[src/rtl/playbus_pkg.sv]
// Shared types for the PlayBus control-strobe sequencer.
package playbus_pkg;

    // Width of the setup/hold cycle counter; covers SETUP/HOLD values 1..15.
    localparam int CNT_W = 4;

    // Transfer types: which bus driver is enabled and which strobe fires.
    typedef enum logic [1:0] {
        OP_SW2RAM  = 2'd0,
        OP_RAM2LED = 2'd1,
        OP_ROM2LED = 2'd2,
        OP_SW2LED  = 2'd3
    } op_t;

    typedef enum logic [2:0] {
        IDLE   = 3'd0,
        SETUP  = 3'd1,
        STROBE = 3'd2,
        HOLD   = 3'd3,
        DONE   = 3'd4
    } state_t;

endpackage

[src/rtl/playbus_strobe_decode.sv]
// Combinational map from (op, state) to the five PlayBus control lines.
// The driver is on for SETUP/STROBE/HOLD and the strobe only in STROBE, so
// the strobe is always nested strictly inside the driver window.
module playbus_strobe_decode
    import playbus_pkg::*;
(
    input  logic [1:0] op,
    input  logic [2:0] state,
    output logic       ramo,
    output logic       romo,
    output logic       swben,
    output logic       ramw,
    output logic       ledltch
);

    logic drive;
    logic stb;

    assign drive = (state_t'(state) == SETUP) || (state_t'(state) == STROBE) ||
                   (state_t'(state) == HOLD);
    assign stb   = (state_t'(state) == STROBE);

    // Route the driver/strobe window onto exactly one driver and one strobe.
    always_comb begin
        ramo    = 1'b0;
        romo    = 1'b0;
        swben   = 1'b0;
        ramw    = 1'b0;
        ledltch = 1'b0;
        case (op_t'(op))
            OP_SW2RAM: begin
                swben = drive;
                ramw  = stb;
            end
            OP_RAM2LED: begin
                ramo    = drive;
                ledltch = stb;
            end
            OP_ROM2LED: begin
                romo    = drive;
                ledltch = stb;
            end
            OP_SW2LED: begin
                swben   = drive;
                ledltch = stb;
            end
            default: ;
        endcase
    end

endmodule

[src/rtl/playbus_sequencer.sv]
// PlayBus control-strobe sequencer: runs SETUP / STROBE / HOLD / DONE for
// each accepted start and drives RAMO, ROMO, SWBEN, RAMW and LEDLTCH.
// All outputs are flops decoded from the current state, so they trail the
// FSM by one cycle and have no combinational path from any input.
// Optional build macro PLAYBUS_SEQ_AUTOINC_EN: addr becomes an internal
// counter that advances after each completed transfer; addr_in is ignored.
module playbus_sequencer
    import playbus_pkg::*;
#(
    parameter int ADDR_W       = 4,
    parameter int SETUP_CYCLES = 1,
    parameter int HOLD_CYCLES  = 1
) (
    input  logic              n_clk,
    input  logic              reset,
    input  logic              start,
    input  logic [1:0]        op,
    input  logic [ADDR_W-1:0] addr_in,
    output logic [ADDR_W-1:0] addr,
    output logic              busy,
    output logic              done,
    output logic              RAMO,
    output logic              ROMO,
    output logic              SWBEN,
    output logic              RAMW,
    output logic              LEDLTCH
);

    localparam logic [CNT_W-1:0] SETUP_LD = CNT_W'(SETUP_CYCLES - 1);
    localparam logic [CNT_W-1:0] HOLD_LD  = CNT_W'(HOLD_CYCLES - 1);

    state_t           state;
    op_t              op_r;
    logic [CNT_W-1:0] cnt;
    logic             accept;
    logic             d_ramo;
    logic             d_romo;
    logic             d_swben;
    logic             d_ramw;
    logic             d_ledltch;

    // busy still covers the visible DONE cycle while the FSM already sits in
    // IDLE, so gating on it keeps a start in that cycle from being taken.
    assign accept = (state == IDLE) && start && !busy;

    playbus_strobe_decode u_decode (
        .op      (op_r),
        .state   (state),
        .ramo    (d_ramo),
        .romo    (d_romo),
        .swben   (d_swben),
        .ramw    (d_ramw),
        .ledltch (d_ledltch)
    );

    // Sequencer FSM, cycle counter and registered control outputs.
    always_ff @(posedge n_clk or posedge reset) begin
        if (reset) begin
            state   <= IDLE;
            op_r    <= OP_SW2RAM;
            cnt     <= '0;
            busy    <= 1'b0;
            done    <= 1'b0;
            RAMO    <= 1'b0;
            ROMO    <= 1'b0;
            SWBEN   <= 1'b0;
            RAMW    <= 1'b0;
            LEDLTCH <= 1'b0;
        end else begin
            busy    <= (state == IDLE) ? accept : 1'b1;
            done    <= (state == DONE);
            RAMO    <= d_ramo;
            ROMO    <= d_romo;
            SWBEN   <= d_swben;
            RAMW    <= d_ramw;
            LEDLTCH <= d_ledltch;
            case (state)
                IDLE: begin
                    if (accept) begin
                        op_r  <= op_t'(op);
                        cnt   <= SETUP_LD;
                        state <= SETUP;
                    end
                end
                SETUP: begin
                    if (cnt == '0) state <= STROBE;
                    else           cnt   <= cnt - 1'b1;
                end
                STROBE: begin
                    cnt   <= HOLD_LD;
                    state <= HOLD;
                end
                HOLD: begin
                    if (cnt == '0) state <= DONE;
                    else           cnt   <= cnt - 1'b1;
                end
                DONE:    state <= IDLE;
                default: state <= IDLE;
            endcase
        end
    end

`ifdef PLAYBUS_SEQ_AUTOINC_EN
    // addr_in is not used in this build.
    logic unused_addr_in;
    assign unused_addr_in = ^addr_in;

    // Sweep address: advances once the done pulse has been shown, so it is
    // stable over the whole driver window and the done cycle.
    always_ff @(posedge n_clk or posedge reset) begin
        if (reset)     addr <= '0;
        else if (done) addr <= addr + 1'b1;
    end
`else
    // Address captured with the accepted start and held until the next one.
    always_ff @(posedge n_clk or posedge reset) begin
        if (reset)       addr <= '0;
        else if (accept) addr <= addr_in;
    end
`endif

endmodule

[config.mk]
export PLATFORM = sky130hd
export DESIGN_NAME = playbus_sequencer
export DESIGN_NICKNAME = d
export VERILOG_FILES = /design/src/rtl/playbus_pkg.sv /design/src/rtl/playbus_strobe_decode.sv /design/src/rtl/playbus_sequencer.sv
export SDC_FILE = /design/constraint.sdc
export NUM_CORES = 1
export LEC_CHECK = 0
export ABC_AREA = 1
export BUFFER_PORTS_ARGS = -buffer_cell sky130_fd_sc_hd__buf_2
export CAP_MARGIN = 20
export CORE_MARGIN = 10
export CORE_UTILIZATION = 35
export DETAILED_ROUTE_END_ITERATION = 8
export SYNTH_ARGS = -nofsm -noshare
export SYNTH_HDL_FRONTEND = slang
export SYNTH_HIERARCHICAL = 1
export SYNTH_SLANG_ARGS = --single-unit
[constraint.sdc]
create_clock -name n_clk -period 1.9 [get_ports n_clk]
set_input_delay 0.38 -clock n_clk [delete_from_list [all_inputs] [get_ports n_clk]]
set_output_delay 0.38 -clock n_clk [all_outputs]
set_load 0.03 [all_outputs]
==> impl_metrics.py <==
metrics = {
    "status": {
        "status": "complete, no violations",
    },
    "synth": {
        "synthMuxAreaShare_pct": 0,
        "synth_cell_types": 19,
        "synth_area_um2": 971,
        "synth_compound_area_share_pct": 7.47,
        "yosys-top-cells-area": "dfrtp_1 52%, nand2_1 10%, inv_1 8.9%, ha_1 6.4%, o21ai_2 5.4%",
        "synth-xor-area-share_pct": 0.902,
        "synth-seq-cells": 20,
        "synth_edf_count": 0,
        "ys_seq_area_share_pct": 51.5,
        "synth_top_area_cell": "dfrtp_1",
        "synthArstFlopShare_pct": 100,
        "synthesis.nets": 125,
        "synth-simple-area-share_pct": 23.2,
        "synth_top_family_by_area": "simple AND/OR/NAND/NOR gates",
        "synth.avg_cell_area_um2": 8.75,
        "synth_top_area_share_pct": 51.5,
        "synth_cells": 111,
        "synth_ff_type": "dfrtp_1",
        "synthAdderAreaFrac_pct": 6.44,
        "yosys_warnings": 6,
    },
    "floorplanning": {
        "die_area_um2": 5280,
        "core_area_um2": 2710,
        "fp.dieH_um": 72.7,
        "num_rows": 19,
        "io_pins": 20,
        "start_util_pct": 35.8,
        "die_width_um": 72.7,
    },
    "power_and_ir_drop": {
        "power.total_mw": 2.01,
        "intPower_mw": 1.06,
        "p_seq_share_pct": 36.7,
        "p_comb_share_pct": 51.0,
        "p_leak_nw": 0.665,
        "ir_drop_mv": 0.798,
        "pwr_density_cell_nw_per_um2": 1770,
        "power_frac_clock_pct": 12.3,
        "switching_share_pct": 47.4,
        "p_switching_mw": 0.953,
    },
    "detailed_routing": {
        "totalWireLength_um": 1810,
        "drtAntennaViolNets": 0,
        "vias": 725,
        "routed_via_density": 4.39,
        "drt_first_pass_iters": 4,
        "drc_errors": 0,
        "wire_per_inst_um": 11.0,
        "dr.first_iter.drc_count": 28,
    },
    "grt": {
        "antenna_found_initial": 0,
        "overflow": 0,
        "grt_use_met3_pct": 3.67,
        "grt_util_met2_pct": 10.8,
        "grt_pass1_vias": 713,
        "track_usage_pct": 7.27,
        "grtUsageMet1_pct": 7.86,
        "grt-busiest-layer": "met2",
        "grt_pass1_wl_um": 3090,
        "grt_max_degree": 21,
    },
    "critical_path": {
        "cp.arrival_ns": 1.54,
        "start_kind": "flip-flop",
        "cp-end-kind": "flip-flop",
        "critPathMaxFanout": 12,
        "path_class": "flip-flop to flip-flop",
        "crit_required_ns": 2.09,
    },
    "run": {
        "maxCapViolCount": 0,
    },
    "cts": {
        "cts.repair.resized": 0,
        "clock_latency_ns": 0.30,
        "clockRootBuffer": "clkbuf_4",
        "holdBufCountCts": 0,
        "cts.sinks": 20,
        "path_clk_slew_ns": 0.12,
        "cts_tree": "done",
        "cts_inserted_buffers": 3,
        "htreeDepth": 1,
        "clock_path_buffers": 2,
        "postCtsSetupRepairBufs": 0,
    },
    "finish": {
        "areaGrowthSynthToFinish_pct": 17.1,
        "fin_area_um2": 1140,
        "fin_nets": 149,
        "final_layout_size_suffix_gt1_share_pct": 26.9,
        "fillCellCount": 275,
        "n_antenna_cell": 0,
        "finish.utilization_pct": 42.0,
    },
    "timing": {
        "period_needed_ns": 1.35,
        "setup-violations-final": 0,
        "rsz0062_at_grt": "false",
        "finalHoldViolCount": 0,
        "worst_slew_pin_slew_ns": 0.369,
        "fmax_mhz": 739,
        "tns_ns": 0,
        "relSlewSlack_pct": 75.4,
        "fin_skew_ns": 0.00567,
        "fin_crit_sh_pct": 71.2,
        "drv_slew": 0,
    },
    "placement": {
        "port_buffers": 19,
        "place_area_um2": 1100,
        "hpwl_um": 1390,
        "gp_congestion": 0.843,
    },
    "min_path": {
        "hp-class": "input pin to async pin",
    },
}
[worst max-delay path: stages (launching register included)]
cell     delay [ns]
dfrtp_1        0.47
nor2_2         0.21
nand4_2        0.32
nand2_1        0.18
o21ai_2        0.06
[placed cells by master, fill, tap and decap left out, drive strengths merged]
master,instances
a21oi,1
nand2,28
nor3,4
inv,24
o21ai,9
nand4,2
buf,20
nand3,7
ha,5
nor2,9
dfrtp,20
clkbuf,4
xor2,1
[synth_stat cells (2+ instances only)]
| cell | instances |
|---|---|
| ha_1 | 5 |
| dfrtp_1 | 20 |
| nand2_1 | 27 |
| nor3_1 | 4 |
| o21ai_2 | 6 |
| nor2_2 | 2 |
| o21ai_1 | 2 |
| nand3_1 | 6 |
| nor2_1 | 7 |
| inv_1 | 23 |
[metrics by stage]
step | cells | hold WS (ns) | worst slack, ns
6_report | 165 | 0.0725 | 0.547
5_1_grt | 165 | 0.0880 | 0.372
4_1_cts | 165 | 0.0718 | 0.524
3_5_place_dp | 161 | 0.416 | 0.535
3_3_place_gp | 161 | 0.416 | 0.623
2_1_floorplan | 111 | 0.344 | 0.761
[cell families (layout without fill, tap and decap cells)]
logic type | after synthesis | in the layout
adder cells (fa/ha/maj) | 5 | 5
buffers and inverters | 25 | 48
AO/OA/AOI/OAI | 10 | 10
AND/OR/NAND/NOR | 50 | 50
flip-flops | 20 | 20
XOR/XNOR | 1 | 1
[sequential cells by signal, summed over array words and instances (netlist names)]
name,flops
addr,4
cnt,4
state,3
op_r,2
LEDLTCH,1
RAMO,1
RAMW,1
ROMO,1
SWBEN,1
busy,1
done,1
[power by group through the flow]
stage,combinational [mW],clock (mW),sequential (mW)
3_3_place_gp,1.01,0,0.737
3_5_place_dp,1.04,0,0.740
4_1_cts,1.04,0.259,0.733
6_report,1.03,0.248,0.737
5_1_grt,1.17,0.280,0.761
2_1_floorplan,0.619,0,0.911
[final cells by class]
cell class                 instances  area [um2]  area share (%)
clock buffer                       4        36.3            3.19
inverter                          24        90.1            7.92
multi-input combinational         66         369            32.5
sequential                        20         500            44.0
tap                               31        38.8            3.41
timing repair buffer              20         103            9.02
[per-layer routing]
metal  up-vias  routed length (um)
met3         2                 189
met5         -                   0
met1       319                 767
li1        382                   -
met2        22                 811
met4         0                  38
[worst paths after layout]
check,from,to,slack (ns),cells after the start
min in group n_clk,addr_in[2],addr[2]$_DFFE_PP0P_,0.30,3
hold reg to reg,addr[1]$_DFFE_PP0P_,addr[1]$_DFFE_PP0P_,0.50,2
setup / recovery,state[1]$_DFFE_PP0P_,addr[0]$_DFFE_PP0P_,0.55,4
setup reg to reg,state[1]$_DFFE_PP0P_,addr[0]$_DFFE_PP0P_,0.55,4
hold / removal,reset,addr[3]$_DFFE_PP0P_,0.07,3
max in group asynchronous,reset,done$_DFF_PP0_,1.62,3
(Power assumes the default switching activity.)
